File: src/rtl/bus_arbiter_3_if.sv
`default_nettype none
// ============================================================================
// Module      : bus_arbiter_3_if
// Description : Handshake and select bundle between the three requesters,
//               the shared 8-bit bus mux, the consumer and the arbiter.
// Revision    : 1.0 - initial release
// ============================================================================
interface bus_arbiter_3_if;
    logic [2:0] req;
    logic [2:0] last;
    logic       out_ready;
    logic [2:0] grant;
    logic       sel_first;
    logic       sel_second;
    logic       sel_third;
    logic       bus_valid;
    logic [2:0] beat_count;
    logic       xfer_done;

    // Arbiter side: owns the grant, selects and beat accounting
    modport master (
        input  req,
        input  last,
        input  out_ready,
        output grant,
        output sel_first,
        output sel_second,
        output sel_third,
        output bus_valid,
        output beat_count,
        output xfer_done
    );

    // Requester / consumer side
    modport slave (
        output req,
        output last,
        output out_ready,
        input  grant,
        input  sel_first,
        input  sel_second,
        input  sel_third,
        input  bus_valid,
        input  beat_count,
        input  xfer_done
    );
endinterface
`default_nettype wire

File: src/rtl/bus_arbiter_3.sv
`default_nettype none
// ============================================================================
// Module      : bus_arbiter_3
// Description : Round-robin arbiter and burst sequencer for a 3-to-1 8-bit
//               bus mux. Drives one-hot mux selects, gates bus validity and
//               counts beats against out_ready, capping each grant at
//               MAX_BURST beats.
// Revision    : 1.0 - initial release
// ============================================================================
module bus_arbiter_3 #(
    parameter int MAX_BURST = 4
) (
    input  wire logic        clk,
    input  wire logic        rst,
    bus_arbiter_3_if.master  bus
);

    typedef enum logic {
        IDLE = 1'b0,
        BUSY = 1'b1
    } state_t;

    // Beat index at which a grant is force-terminated
    localparam logic [2:0] c_max_beat = 3'(MAX_BURST - 1);

    state_t     r_state;
    logic [2:0] r_grant;
    logic [1:0] r_ptr;
    logic [2:0] r_beat_count;

    logic       w_valid;
    logic       w_beat;
    logic       w_last;
    logic       w_term;
    logic       w_abandon;
    logic       w_release;
    logic [1:0] w_gidx;
    logic [2:0] w_arb_idle;
    logic [2:0] w_arb_rel;

    // Round-robin pick: search begins one past the pointer and wraps
    function automatic logic [2:0] arb(input logic [2:0] r, input logic [1:0] ptr);
        logic [2:0] res;
        res = 3'b000;
        case (ptr)
            2'd0: begin
                if      (r[1]) res = 3'b010;
                else if (r[2]) res = 3'b100;
                else if (r[0]) res = 3'b001;
            end
            2'd1: begin
                if      (r[2]) res = 3'b100;
                else if (r[0]) res = 3'b001;
                else if (r[1]) res = 3'b010;
            end
            default: begin
                if      (r[0]) res = 3'b001;
                else if (r[1]) res = 3'b010;
                else if (r[2]) res = 3'b100;
            end
        endcase
        return res;
    endfunction

    // Index of the one-hot grant; only consulted while a grant is held
    function automatic logic [1:0] onehot_idx(input logic [2:0] g);
        logic [1:0] idx;
        idx = 2'd0;
        if (g[1]) idx = 2'd1;
        if (g[2]) idx = 2'd2;
        return idx;
    endfunction

    assign w_valid    = |(r_grant & bus.req);
    assign w_beat     = w_valid & bus.out_ready;
    assign w_last     = |(r_grant & bus.last);
    assign w_term     = w_beat & (w_last | (r_beat_count == c_max_beat));
    // Granted requester withdrew its request: drop the grant without a beat
    assign w_abandon  = (r_state == BUSY) & ~w_valid;
    assign w_release  = w_term | w_abandon;
    assign w_gidx     = onehot_idx(r_grant);
    assign w_arb_idle = arb(bus.req, r_ptr);
    // On release the pointer moves to the outgoing owner in the same edge
    assign w_arb_rel  = arb(bus.req, w_gidx);

    // Grant FSM: arbitration, burst counting and release/re-arbitration
    always_ff @(posedge clk or posedge rst) begin
        if (rst) begin
            r_state      <= IDLE;
            r_grant      <= 3'b000;
            r_ptr        <= 2'd2;
            r_beat_count <= 3'd0;
        end else begin
            case (r_state)
                IDLE: begin
                    if (|bus.req) begin
                        r_grant      <= w_arb_idle;
                        r_state      <= BUSY;
                        r_beat_count <= 3'd0;
                    end
                end
                BUSY: begin
                    if (w_release) begin
                        r_ptr        <= w_gidx;
                        r_beat_count <= 3'd0;
                        r_grant      <= w_arb_rel;
                        r_state      <= (w_arb_rel != 3'b000) ? BUSY : IDLE;
                    end else if (w_beat) begin
                        r_beat_count <= r_beat_count + 3'd1;
                    end
                end
                default: begin
                    r_state <= IDLE;
                    r_grant <= 3'b000;
                end
            endcase
        end
    end

    assign bus.grant      = r_grant;
    assign bus.sel_first  = r_grant[0];
    assign bus.sel_second = r_grant[1];
    assign bus.sel_third  = r_grant[2];
    assign bus.bus_valid  = w_valid;
    assign bus.beat_count = r_beat_count;
    assign bus.xfer_done  = w_term;

endmodule
`default_nettype wire

File: src/flat_wrapper.sv
// flat-port wrapper written by rule: the top's interface ports become plain ports
module bus_arbiter_3_flat 
#(
    parameter int MAX_BURST = 4
)
  (clk, rst, bus_req, bus_last, bus_out_ready, bus_grant, bus_sel_first, bus_sel_second, bus_sel_third, bus_bus_valid, bus_beat_count, bus_xfer_done);
  bus_arbiter_3_if bus_i ();
  input  wire logic clk;
  input  wire logic rst;
  input wire logic [$bits(bus_i.req)-1:0] bus_req;
  input wire logic [$bits(bus_i.last)-1:0] bus_last;
  input wire logic [$bits(bus_i.out_ready)-1:0] bus_out_ready;
  output wire logic [$bits(bus_i.grant)-1:0] bus_grant;
  output wire logic [$bits(bus_i.sel_first)-1:0] bus_sel_first;
  output wire logic [$bits(bus_i.sel_second)-1:0] bus_sel_second;
  output wire logic [$bits(bus_i.sel_third)-1:0] bus_sel_third;
  output wire logic [$bits(bus_i.bus_valid)-1:0] bus_bus_valid;
  output wire logic [$bits(bus_i.beat_count)-1:0] bus_beat_count;
  output wire logic [$bits(bus_i.xfer_done)-1:0] bus_xfer_done;
  assign bus_i.req = bus_req;
  assign bus_i.last = bus_last;
  assign bus_i.out_ready = bus_out_ready;
  assign bus_grant = bus_i.grant;
  assign bus_sel_first = bus_i.sel_first;
  assign bus_sel_second = bus_i.sel_second;
  assign bus_sel_third = bus_i.sel_third;
  assign bus_bus_valid = bus_i.bus_valid;
  assign bus_beat_count = bus_i.beat_count;
  assign bus_xfer_done = bus_i.xfer_done;
  bus_arbiter_3 #(.MAX_BURST(MAX_BURST)) u_core (.clk(clk), .rst(rst), .bus(bus_i));
endmodule
File: config.mk
export PLATFORM = sky130hd
export DESIGN_NAME = bus_arbiter_3_flat
export DESIGN_NICKNAME = d
export VERILOG_FILES = /design/src/rtl/bus_arbiter_3_if.sv /design/src/rtl/bus_arbiter_3.sv /design/src/flat_wrapper.sv
export SDC_FILE = /design/constraint.sdc
export NUM_CORES = 1
export LEC_CHECK = 0
export ABC_AREA = 1
export ABC_CLOCK_PERIOD_IN_PS = 2900
export BUFFER_PORTS_ARGS = -buffer_cell sky130_fd_sc_hd__buf_2
export CAP_MARGIN = 20
export CORE_AREA = 2 2 39 41
export CTS_CLUSTER_SIZE = 30
export DETAILED_ROUTE_END_ITERATION = 10
export DIE_AREA = 0 0 41 43
export PLACE_DENSITY_LB_ADDON = 0.3
export SYNTH_ARGS = -nofsm -noshare
export SYNTH_HDL_FRONTEND = slang
export SYNTH_SLANG_ARGS = --single-unit
File: constraint.sdc
create_clock -name clk -period 2.9 [get_ports clk]
set_input_delay 0.145 -clock clk [delete_from_list [all_inputs] [get_ports clk]]
set_output_delay 0.145 -clock clk [all_outputs]
set_load 0.02 [all_outputs]
==> flow_summary.yaml <==
cts:
  clock-sinks: 9
  clock_path_buffers: 2
  tritoncts: "built"
  cts.clk_slew.worst_paths_ns: 0.07
  insertion_delay_ns: 0.26
  root_buffer: "clkbuf_4"
  cts_resized: 0
  numCtsBuffers: 3
  cts_setup_buffers: 0
  htree_levels: 1
  hold_buffers: 1
global_routing:
  grt_pass1_vias: 582
  gr-usage-all-layers_pct: 18.6
  grt.overflow.total: 0
  grt_pass1_wl_mm: 2.22
  grt_max_degree: 10
  antenna_found_initial: 0
placed_design:
  gp_congestion: 0.822
  place_inst: 127
  place_hpwl_mm: 1.15
  io_buffers: 19
floorplanning:
  start_util_pct: 46.4
  fp.dieArea_mm2: 0.00176
  ios: 20
  fp-row-count: 14
  coreArea_mm2: 0.00138
  die_x_um: 41
  die_y_um: 43
setup_path:
  start_kind: "flip-flop"
  cp_cell_sequence: "ha_1 -> ha_1 -> inv_1 -> nand2_1 -> inv_1 -> nand2_1 -> nand3_1 -> inv_1 -> buf_2"
  r2r_slack_ns: 1.35
  cp_slowest_cell: "dfrtp_1"
  r2r_cells: 9
  critPathMaxStageDelay_ns: 0.41
  r2r_start: "u_core.bus.beat_count[0]"
  crit_fanout: 4
  critPathTopFamily: "flip-flops"
  worst-setup-path-type: "reg -> out"
  cp.arrival_ns: 1.53
  worstPathRequired_ns: 2.76
  crit_top_cell: "inv_1"
  r2r-end: "u_core.r_ptr[1]"
  critPathBufInv: 4
  end_kind: "output pin"
finish:
  drive_gt1_share_pct: 26.7
  final_cells: 132
  nNetsFinal: 128
  fillers: 135
  area_delta_synth_final_pct: 19.3
  antenna_cells: 0
timing:
  hold_viol_final: 0
  setup_tns_ns: 0
  grt_setup_unrepaired: "no"
  setup_viol: 0
  drv_slew: 0
  fin_crit_sh_pct: 57.7
  skew_ns: 0.0120
  tightestPinTransition_ns: 0.356
  fmax_ghz: 0.598
  slew_headroom_pct: 76.3
  finalCriticalPeriod_ns: 1.67
synthesis:
  synthArstFlopShare_pct: 100
  syn-cell-area_um2: 642
  ys_types: 14
  synth_area_leader_cell: "dfrtp_1"
  synth_nets: 107
  syn_area_per_cell_um2: 6.69
  yosysMostFrequentCell: "nand2_1"
  synth_area_leaders: "dfrtp_1 31%, nand2_1 20%, nand3_1 10%"
  synth_common_cells: "34 x nand2_1, 13 x nand3_1, 12 x inv_1"
  ys_ff_latch: 9
  yosys_warnings: 0
  synth_cells: 96
  synthFlopType: "dfrtp_1"
  synth-seq-area-share_pct: 35.3
  synth_edf_count: 0
  synth.top_cell.area_share_pct: 31.2
drt:
  wl_per_cell_um: 10.8
  drt_iter0_markers: 16
  vias: 667
  drcViolationCount: 0
  drt_pass1_iterations: 4
  postRouteWirelength_mm: 1.43
  ant_nets: 0
  via_per_inst: 5.05
pwr:
  p_leak_uw: 0.000451
  ir_drop_v: 0.000344
  p_per_area_mw_per_mm2: 893
min_path:
  min_from: "bus_req[0]"
  hp-class: "in -> reg"
  min_to: "u_core.r_state"
  holdPathStages: 3
outcome:
  status: "complete, no violations"
job:
  maxCapViolations: 0
==> layout make-up <==
class	count	area [um2]	share of cell area, %
well taps	16	20.0	2.61
clock buffers	4	26.3	3.43
inverters	12	45.0	5.88
multi-input cells	71	343	44.8
flip-flops and latches	9	226	29.6
repair buffers	20	105	13.7
==> power by group <==
part	internal (uW)	switching, uW	total [uW]
clock network	52.9	42.1	94.9
logic	124	244	368
registers	168	52.9	221
total	345	339	684
==> stage by stage <==
step                      util [%]  power, uW  setup slack, ns  hold slack [ns]  instance area (um2)
final                         55.3        684             1.23            0.192                  766
after global routing          55.3        747             1.12            0.208                  766
after CTS                     55.3        687             1.22            0.184                  766
after detailed placement      52.7        589             1.39            0.127                  729
after global placement        52.7        581             1.45            0.116                  729
after floorplan                  -        505             1.41          -0.0278                  642
==> cells in the final DEF, fill, tap and decap left out, types with 3 or more instances in the layout <==
master / synthesis / layout
buf_2: 1 / 19
clkbuf_4: 0 / 3
dfrtp_1: 8 / 8
inv_1: 12 / 12
nand2_1: 34 / 34
nand2_2: 4 / 4
nand3_1: 13 / 13
nor2_1: 7 / 7
o21ai_0: 5 / 5
o21ai_2: 3 / 3
==> logic make-up (layout without fill, tap and decap cells) <==
group           count (synthesis)  in the layout  share of synthesized area [%]
flops                           9              9                           35.3
simple gates                   61             61                           41.5
buf+inv                        16             36                           11.3
compound gates                  8              8                           7.99
fa+ha+maj                       2              2                           3.90
==> flip-flops by register name (all words and copies together) (netlist names) <==
register	count
u_core.r_state	1
u_core.bus.grant	3
u_core.bus.beat_count	3
u_core.r_ptr	2
==> worst reg2reg max path, stage by stage, from the launching register on <==
cell and delay, ns:
dfrtp_1 0.41, ha_1 0.22, ha_1 0.18, inv_1 0.05, nand2_1 0.06, nor2_1 0.17, o21ai_2 0.09, nand2_2 0.13
nand2_1 0.09, o21ai_2 0.07
==> worst max path at each step <==
stage | cells past startpoint | from | to
2_1_floorplan | 9 | u_core.bus.beat_count[0] | u_core.bus.grant[2]
3_3_place_gp | 9 | u_core.bus.beat_count[0] | u_core.bus.grant[2]
3_5_place_dp | 9 | u_core.bus.beat_count[0] | u_core.bus.grant[0]
4_1_cts | 9 | u_core.bus.beat_count[0] | bus_xfer_done
5_1_grt | 9 | u_core.bus.beat_count[0] | bus_xfer_done
6_report | 9 | u_core.bus.beat_count[0] | bus_xfer_done
==> metal layers <==
metal	vias to the layer above	global-route usage, %	wire, um	part of all wire, %
met5	-	0	0	0
met4	0	10.0	10	0.70
met3	2	3.14	61	4.3
met2	17	30.0	725	51
met1	305	22.1	629	44
li1	343	-	-	-
(Power assumes the default switching activity.)
